### src/rtl/cla_pkg.sv
// ---------------------------------------------------------------------------
// cla_pkg
// Shared types and constants for the CLA adder and its accumulator front end.
//   cla_acc_state_t : accumulator control states (idle, accumulating, done)
//   CLA_WIDTH       : default datapath width of the CLA adder
// ---------------------------------------------------------------------------
package cla_pkg;

   typedef enum logic [1:0] {
      ST_IDLE = 2'd0,
      ST_ACC  = 2'd1,
      ST_DONE = 2'd2
   } cla_acc_state_t;

   localparam int CLA_WIDTH = 8;

endpackage : cla_pkg

### src/rtl/module_cla_8bits.sv
// ---------------------------------------------------------------------------
// module_cla_8bits
// Purely combinational carry-lookahead adder. The sum wraps modulo
// 2^WIDTH2 and there is no carry-out; callers detect a wrap themselves.
// Ports:
//   a_pi      in  WIDTH2  first addend
//   b_pi      in  WIDTH2  second addend
//   result_po out WIDTH2  (a_pi + b_pi) mod 2^WIDTH2
// ---------------------------------------------------------------------------
module module_cla_8bits
   import cla_pkg::*;
#(
   parameter int WIDTH2 = CLA_WIDTH
) (
   input  logic [WIDTH2-1:0] a_pi,
   input  logic [WIDTH2-1:0] b_pi,
   output logic [WIDTH2-1:0] result_po
);

   logic [WIDTH2-1:0] gen;
   logic [WIDTH2-1:0] prop;
   logic [WIDTH2-1:0] carry;

   assign gen  = a_pi & b_pi;
   assign prop = a_pi ^ b_pi;

   // Each carry into bit i is written out in flat lookahead form: the OR over
   // every lower bit j that generates a carry and every bit between j and i
   // that propagates it. No carry depends on a previously computed carry, so
   // the depth stays two logic levels instead of a ripple chain.
   always_comb begin : carry_lookahead
      logic term;
      term  = 1'b0;
      carry = '0;
      for (int i = 1; i < WIDTH2; i++) begin
         for (int j = 0; j < i; j++) begin
            term = gen[j];
            for (int k = j + 1; k < i; k++) begin
               term = term & prop[k];
            end
            carry[i] = carry[i] | term;
         end
      end
   end

   assign result_po = prop ^ carry;

endmodule : module_cla_8bits

### src/rtl/module_cla_accumulator_8bits.sv
// ---------------------------------------------------------------------------
// module_cla_accumulator_8bits
// Operand stage in front of the CLA adder. Takes N_OPS operands over a
// valid/ready handshake, sums them through module_cla_8bits and holds the
// result with done_po high until the consumer acknowledges it.
// Ports:
//   clk_pi    in  1       rising-edge clock
//   rst_pi    in  1       asynchronous active-high reset
//   clear_pi  in  1       synchronous abort, wins over ack and beats
//   data_pi   in  WIDTH2  operand, sampled only on a beat
//   valid_pi  in  1       data_pi valid
//   ready_po  out 1       stage can accept an operand (not in ST_DONE)
//   ack_pi    in  1       consumer has taken the result (only used in ST_DONE)
//   result_po out WIDTH2  accumulated sum modulo 2^WIDTH2
//   ovf_po    out 1       sticky: at least one addition wrapped
//   count_po  out CNT_W   operands accepted in the current accumulation
//   done_po   out 1       result_po final and stable
// ---------------------------------------------------------------------------
module module_cla_accumulator_8bits
   import cla_pkg::*;
#(
   parameter int WIDTH2 = CLA_WIDTH,
   parameter int N_OPS  = 4,
   localparam int CNT_W = $clog2(N_OPS + 1)
) (
   input  logic              clk_pi,
   input  logic              rst_pi,
   input  logic              clear_pi,
   input  logic [WIDTH2-1:0] data_pi,
   input  logic              valid_pi,
   output logic              ready_po,
   input  logic              ack_pi,
   output logic [WIDTH2-1:0] result_po,
   output logic              ovf_po,
   output logic [CNT_W-1:0]  count_po,
   output logic              done_po
);

   localparam logic [CNT_W-1:0] LAST_CNT = CNT_W'(N_OPS - 1);

   cla_acc_state_t    state;
   cla_acc_state_t    state_next;
   logic [WIDTH2-1:0] acc;
   logic [WIDTH2-1:0] sum;
   logic              ovf;
   logic [CNT_W-1:0]  count;
   logic              beat;
   logic              wrap;

   module_cla_8bits #(.WIDTH2(WIDTH2)) u_cla (
      .a_pi      (acc),
      .b_pi      (data_pi),
      .result_po (sum)
   );

   // The CLA has no carry-out, so a wrap shows up as the new sum being
   // smaller than the running total.
   assign wrap = (sum < acc);
   assign beat = valid_pi && ready_po;

   // Next-state and handshake decode. ready/done come only from the state
   // register so there is no combinational path from valid_pi to ready_po.
   always_comb begin
      state_next = state;
      ready_po   = (state != ST_DONE);
      done_po    = (state == ST_DONE);
      if (clear_pi) begin
         state_next = ST_IDLE;
      end else begin
         case (state)
            ST_IDLE: if (beat) state_next = ST_ACC;
            ST_ACC:  if (beat && (count == LAST_CNT)) state_next = ST_DONE;
            ST_DONE: if (ack_pi) state_next = ST_IDLE;
            default: state_next = ST_IDLE;
         endcase
      end
   end

   // Datapath registers. clear_pi drops any beat in the same cycle; in
   // ST_DONE everything holds until the consumer acknowledges.
   always_ff @(posedge clk_pi or posedge rst_pi) begin
      if (rst_pi) begin
         state <= ST_IDLE;
         acc   <= '0;
         ovf   <= 1'b0;
         count <= '0;
      end else begin
         state <= state_next;
         if (clear_pi) begin
            acc   <= '0;
            ovf   <= 1'b0;
            count <= '0;
         end else begin
            case (state)
               ST_IDLE: begin
                  if (beat) begin
                     acc   <= sum;
                     count <= CNT_W'(1);
                  end
               end
               ST_ACC: begin
                  if (beat) begin
                     acc   <= sum;
                     ovf   <= ovf | wrap;
                     count <= count + CNT_W'(1);
                  end
               end
               ST_DONE: begin
                  if (ack_pi) begin
                     acc   <= '0;
                     ovf   <= 1'b0;
                     count <= '0;
                  end
               end
               default: begin
                  acc   <= '0;
                  ovf   <= 1'b0;
                  count <= '0;
               end
            endcase
         end
      end
   end

   assign result_po = acc;
   assign ovf_po    = ovf;
   assign count_po  = count;

endmodule : module_cla_accumulator_8bits

### config.mk
export PLATFORM = sky130hd
export DESIGN_NAME = module_cla_accumulator_8bits
export DESIGN_NICKNAME = d
export VERILOG_FILES = /design/src/rtl/cla_pkg.sv /design/src/rtl/module_cla_8bits.sv /design/src/rtl/module_cla_accumulator_8bits.sv
export SDC_FILE = /design/constraint.sdc
export NUM_CORES = 1
export LEC_CHECK = 0
export CORE_ASPECT_RATIO = 1.2
export CORE_MARGIN = 2
export CORE_UTILIZATION = 45
export DETAILED_ROUTE_END_ITERATION = 8
export PLACE_DENSITY = 0.74
export RECOVER_POWER = 25
export SETUP_SLACK_MARGIN = 0.5
export SLEW_MARGIN = 20
export SYNTH_ARGS = -nofsm -noshare
export SYNTH_HDL_FRONTEND = slang
export SYNTH_SLANG_ARGS = --single-unit
### constraint.sdc
create_clock -name clk_pi -period 5.7 [get_ports clk_pi]
set_input_delay 1.71 -clock clk_pi [delete_from_list [all_inputs] [get_ports clk_pi]]
set_output_delay 1.71 -clock clk_pi [all_outputs]
set_load 0.02 [all_outputs]
After elaboration in Yosys (flattened, before gate mapping)
Index checks and enable logic that the tools add are counted.
{"block": "totals", "ff_bits": 14, "latch_bits": 0, "ramBits": 0, "romBits": 0, "inputBits": 13, "memories": 0}
{"block": "op_classes", "add_sub_neg": 1, "n_mul": 0, "div": 0, "n_lt_le_gt_ge": 1, "eq_ne": 10, "shift": 0, "n_mux": 18, "bitwise_logic": 46, "n_reduce_logical": 8}
{"cell": "8-bit two-way mux", "n": 3}
{"cell": "1-bit bitwise OR", "n": 22}
{"cell": "1-bit bitwise AND", "n": 21}
{"cell": "8-bit case mux with 2 select lines", "n": 1}
{"cell": "8-bit bitwise XOR", "n": 2}
{"cell": "3-bit two-way mux", "n": 4}
{"cell": "3-bit inequality test, second input constant", "n": 4}
{"cell": "3-bit case mux with 3 select lines", "n": 1}
{"cell": "3-bit AND reduction", "n": 3}
{"cell": "8-bit less-than comparator", "n": 1}
{"cell": "2-bit two-way mux", "n": 4}
{"cell": "7-bit bitwise AND", "n": 1}
{"cell": "2-bit case mux with 3 select lines", "n": 1}
{"cell": "2-bit inequality test, second input constant", "n": 2}
{"cell": "3-bit by 1-bit adder with 3-bit output, second input constant", "n": 1}
{"cell": "3-bit by 2-bit == test with 1-bit output, second input constant", "n": 1}
{"cell": "1-bit two-way mux", "n": 3}
{"cell": "3-bit by 1-bit inequality test with 1-bit output, second input constant", "n": 1}
{"cell": "1-bit case mux with 3 select lines", "n": 1}
{"cell": "2-bit by 1-bit == test with 1-bit output, second input constant", "n": 1}
{"cell": "2-bit == test, second input constant", "n": 1}
{"cell": "1-bit logical AND", "n": 2}
{"cell": "2-bit logical NOT", "n": 1}
{"cell": "2-bit AND reduction", "n": 1}
{"cell": "2-bit OR reduction", "n": 1}

Depth between registers and ports, before layout
{"block": "logic_depth", "depth_word": 19, "mapped_depth": 11, "depth_no_buf": 11}

Hierarchy
A second synthesis with hierarchy kept.
{"block": "hier_totals", "hier_cells": 129, "area_unflattened_um2": 1111.1}
{"mod": "module_cla_accumulator_8bits", "instances": 1, "cells_per_inst": 99, "area_per_inst_um2": 838.3, "seq_area_each_um2": 350.3}
{"mod": "module_cla_8bits", "instances": 1, "cells_per_inst": 30, "area_per_inst_um2": 272.8, "seq_area_each_um2": 0.0}

Worst setup path before layout
No wires, ideal clock.
{"block": "synth_timing", "path_kind": "input -> register", "from": "input data_pi[1]", "to": "register ovf (netlist: ovf_po)", "setup_time_ns": 0.129, "t_arrival_ns": 3.675, "setup_slack_ns": 1.896, "path_stages": 10, "path_buffers": 0, "path_cell_list": "ha_1 -> ha_1 -> o211ai_1 -> a21oi_1 -> a2111oi_2 -> nor2_1 -> xnor2_1 -> ha_1 -> nor4b_1 -> a21oi_1"}
{"block": "synth_via", "elab_chain_len": 19, "elab_cells_between_ends": 40, "cone_classes": "order compare: 1; mux: 3; bitwise: 36"}
{"item": "start: declaration", "line_no": "module_cla_accumulator_8bits.sv:29", "text": "input logic [WIDTH2-1:0] data_pi,"}
{"item": "8-bit bitwise XOR", "line_no": "module_cla_8bits.sv:25", "text": "assign prop = a_pi ^ b_pi;"}
{"item": "1-bit bitwise AND (6 in a row)", "line_no": "module_cla_8bits.sv:39", "text": "term = term & prop[k];"}
{"item": "1-bit bitwise OR (6 in a row)", "line_no": "module_cla_8bits.sv:41", "text": "carry[i] = carry[i] | term;"}
{"item": "8-bit bitwise XOR (*)", "line_no": "module_cla_8bits.sv:46", "text": "assign result_po = prop ^ carry;"}
{"item": "8-bit less-than comparator (*)", "line_no": "module_cla_accumulator_8bits.sv:58", "text": "assign wrap = (sum < acc);"}
{"item": "1-bit bitwise OR (*)", "line_no": "module_cla_accumulator_8bits.sv:104", "text": "ovf <= ovf | wrap;"}
{"item": "1-bit two-way mux (*)", "line_no": "module_cla_accumulator_8bits.sv:102", "text": "if (beat) begin"}
{"item": "1-bit case mux with 3 select lines (*)", "line_no": "module_cla_accumulator_8bits.sv:94", "text": "case (state)"}
{"item": "1-bit two-way mux (*)", "line_no": "module_cla_accumulator_8bits.sv:89", "text": "if (clear_pi) begin"}
{"item": "end signal: assignment", "line_no": "module_cla_accumulator_8bits.sv:104"}
{"item": "end: declaration", "line_no": "module_cla_accumulator_8bits.sv:45", "text": "logic ovf;"}
Every way passes the cells marked *; elsewhere a longest branch is shown, timed or not. The select of a mux whose other input is x is not followed.
A chain may end at the register's enable or synchronous reset.

Worst setup path in the final report
Ends and elaborated chain as after synthesis.

==> metrics.md <==
| Metric | Value |
|---|---|
| Run status | finished, final reports clean |
| Die Ht | 58.06 um |
| Slew Viols, Final | 0 |
| Buf/Inv on CP | 1 |
| Met2 Resource Use GR | 30.72% |
| CTS tree | yes |
| Tcrit/Tclk final | 72.71% |
| Leak | 0.6503 nW |
| Die area | 2848 sq um |
| Buffers on Ports | 26 |
| Slew HR | 56.81% |
| Starting density of the core | 47.53% |
| Synth top area cells | dfrtp_1 (32%), ha_1 (18%), a22o_1 (6.4%) |
| Worst setup EP type | register |
| Number of CTS-inserted buffers | 3 |
| Avg Synthesized Cell Area | 9.700 sq um |
| Worst path top cell family by delay | compound AO/OA/AOI/OAI gates |
| Area added between synthesis and finish | 28.77% |
| Aggregate routed wire length | 2236 um |
| Hold Vio Cnt, Final | 0 |
| GRT busiest layer | met2 |
| WP data arrival | 4.32 ns |
| Core area | 2306 sq um |
| Post-CTS Setup Repair Bufs | 0 |
| Hold WC Path Type | reg -> reg |
| Met1 Track Usage GR | 21.97% |
| Setup crit start kind | primary input |
| Setup-failing EPs final | 0 |
| CP cell instances | clkdlybuf4s50_1 > ha_1 > ha_1 > o211ai_1 > a21oi_1 > a2111oi_2 > nor2_1 > xnor2_1 > ha_1 > nor4b_1 > a21oi_1 |
| Post-Synth Adder-Cell Area | 20.09% |
| Filler cells | 201 |
| Final ANT Viol Nets | 0 |
| First-pass GRT wire length | 3877 um |
| # diodes | 0 |
| Placed cell areas | 1375 sq um |
| CTS Buffer Depth | 2 |
| Initial antenna violation count | 0 |
| # hold bufs at CTS | 0 |
| DR DRC count | 0 |
| GR met3 Demand/Resource | 2.320% |
| Netlist cell types | 39 |
| Max incr delay on CP | 0.46 ns |
| Power density over the cells | 242.9 nW/um^2 |
| Clk Latency, worst-skew pair | 0.29 ns |
| Post-synthesis simple-gate area fraction | 15.18% |
| Post-synth top area share | 31.96% |
| Area occupied by multi-input gates | 691.9 sq um |
| Nets | 171 |
| Crit-path max FO | 3 |
| Post-cts repair resize count | 0 |
| Max VDD drop | 0.1885 mV |
| Synth warnings | 0 |
| Main combinational cell family by area after synthesis | compound AO/OA/AOI/OAI gates |
| Compound-gate portion of the synthesized area | 23.86% |
| Worst path required time | 5.87 ns |
| Post-synthesis xor/xnor area fraction | 3.995% |
| CTS H-Tree Depth | 1 |
| CP max stage cell | clkdlybuf4s50_1 |
| Largest net degree at the start of global routing | 15 |
| GRT Residual Overflow | 0 |
| Critical path class | in -> reg |
| Final Wtd Congestion | 0.8266 |
| Top Ports | 27 |
| Global-route usage over all layers | 17.75% |
| Yosys reg bits | 14 |
| Core Rows | 19 |
| Die width | 49.05 um |
| Yosys top cell by area | dfrtp_1 |
| Max Clock Skew | 0.006990 ns |
| Share of cells above drive strength 1 | 8.571% |
| Worst-path clk slew | 0.09 ns |
| Post-Syn Instances | 113 |
| Max Cap Viol | 0 |
| Max Clk Rate | 0.2413 GHz |
| Post-DR vias/cell | 5.532 |
| Syn nets | 143 |
| Top cell by count, worst path | ha_1 |
| Clk root buf | clkbuf_4 |
| Clk sinks | 14 |
| Hpwl dp | 1710 um |
| Mapped Area | 1096 sq um |
| RSZ-0062 raised after global routing | false |
| Register area | 350.3 sq um |
| Seq/Total Area, Yosys | 31.96% |
| Setup TNS | 0 ns |
| Vias in the first global route | 903 |
| WL/cell | 13.08 um |
| Mux contribution to synthesized area | 0% |
| Pre-Repair DR Iteration Count | 4 |
| Vias | 946 |
| Final Cell Area | 1411 sq um |
| First DRT Iteration DRCs | 13 |
| Min Tclk post-route | 4.144 ns |
| Worst slew pin tran | 0.6478 ns |
[layout by cell type (no fill, tap or decap), types with 2 or more instances in the layout]
cell type / netlist / final
xor2_1: 3 / 3
nor2_1: 5 / 5
inv_1: 9 / 9
or3_1: 2 / 2
nor3_1: 3 / 3
a21oi_1: 7 / 7
nor2b_1: 3 / 3
o21ai_0: 2 / 2
clkbuf_4: 0 / 3
nand3_1: 2 / 2
clkdlybuf4s50_1: 0 / 25
nand2_1: 7 / 7
a22o_1: 8 / 8
dfrtp_1: 14 / 14
o21a_1: 4 / 4
o21ai_1: 3 / 3
ha_1: 16 / 16
xnor2_1: 2 / 2
[routing by layer]
layer	share of wire, %	vias to the layer above	wire length, um
li1	-	469	-
met1	43	455	964
met2	52	17	1163
met3	3.1	5	69
met4	1.7	0	39
met5	0	-	0
[report_power, final]
part | switching [mW] | internal [mW]
Combinational | 0.0729 | 0.0739
Sequential | 0.0112 | 0.109
Clock | 0.0366 | 0.0389
[final cells by class]
| class | count | area share, % |
|---|---|---|
| flip-flops and latches | 14 | 24.82 |
| multi-input cells | 87 | 49.02 |
| clock buffers | 4 | 2.571 |
| inverters | 9 | 2.394 |
| repair buffers | 26 | 18.44 |
| well taps | 31 | 2.748 |
[state kept, by name, indices dropped and copies added, names as in the netlist]
signal,cells
ovf_po,1
count_po,3
result_po,8
state,2
[synth_stat cells]
cell type	instances
ha_1	16
dfrtp_1	14
inv_1	9
a22o_1	8
a21oi_1	7
nand2_1	7
nor2_1	5
o21a_1	4
nor2b_1	3
nor3_1	3
o21ai_1	3
xor2_1	3
nand3_1	2
o21ai_0	2
or3_1	2
xnor2_1	2
a2111oi_2	1
a211oi_1	1
a21o_1	1
a21o_2	1
a21oi_2	1
a31oi_1	1
a41o_1	1
and2_4	1
and3_2	1
buf_2	1
buf_6	1
clkbuf_1	1
fa_1	1
nand2b_1	1
nand4b_1	1
nor4b_1	1
o211ai_1	1
o211ai_2	1
o22a_2	1
o31ai_1	1
or2_2	1
or3b_1	1
or4b_1	1
[cells by family after synthesis]
kind of cell / count (synthesis)
adder cells (fa/ha/maj): 17
XOR/XNOR: 5
AND/OR/NAND/NOR: 30
flip-flops: 14
AO/OA/AOI/OAI: 35
buffers and inverters: 12
[worst paths after layout]
check | startpoint | end | slack [ns] | cells past startpoint
max | data_pi[1] | ovf_po$_DFFE_PP0P_ | 1.56 | 11
min | count_po[2]$_DFFE_PP0P_ | count_po[2]$_DFFE_PP0P_ | 0.53 | 2
max reg2reg | result_po[1]$_DFFE_PP0P_ | ovf_po$_DFFE_PP0P_ | 3.01 | 10
min reg2reg | count_po[2]$_DFFE_PP0P_ | count_po[2]$_DFFE_PP0P_ | 0.53 | 2
max in group asynchronous | rst_pi | ovf_po$_DFFE_PP0P_ | 3.43 | 2
min in group asynchronous | rst_pi | result_po[1]$_DFFE_PP0P_ | 1.91 | 2
[tightest hold or removal path, delay by kind of cell, from the launching register on]
| kind | cells | cell delay [ns] |
|---|---|---|
| AO/OA/AOI/OAI | 1 | 0.06 |
| AND/OR/NAND/NOR | 1 | 0.06 |
| flip-flops | 1 | 0.38 |
[stage by stage]
| stage | hold WS (ns) | total power [mW] | cells | util, % | worst slack (ns) |
|---|---|---|---|---|---|
| floorplan | 0.5985 | 0.2222 | 113 | - | 1.896 |
| global placement | 0.4887 | 0.2679 | 167 | 59.63 | 1.299 |
| detailed placement | 0.5075 | 0.2699 | 167 | 59.63 | 1.241 |
| CTS | 0.5278 | 0.3465 | 171 | 61.20 | 1.538 |
| global route | 0.5575 | 0.3708 | 171 | 61.20 | 1.364 |
| finish | 0.5306 | 0.3429 | 171 | 61.20 | 1.556 |
Note: power is estimated with default switching activity, not from simulation.
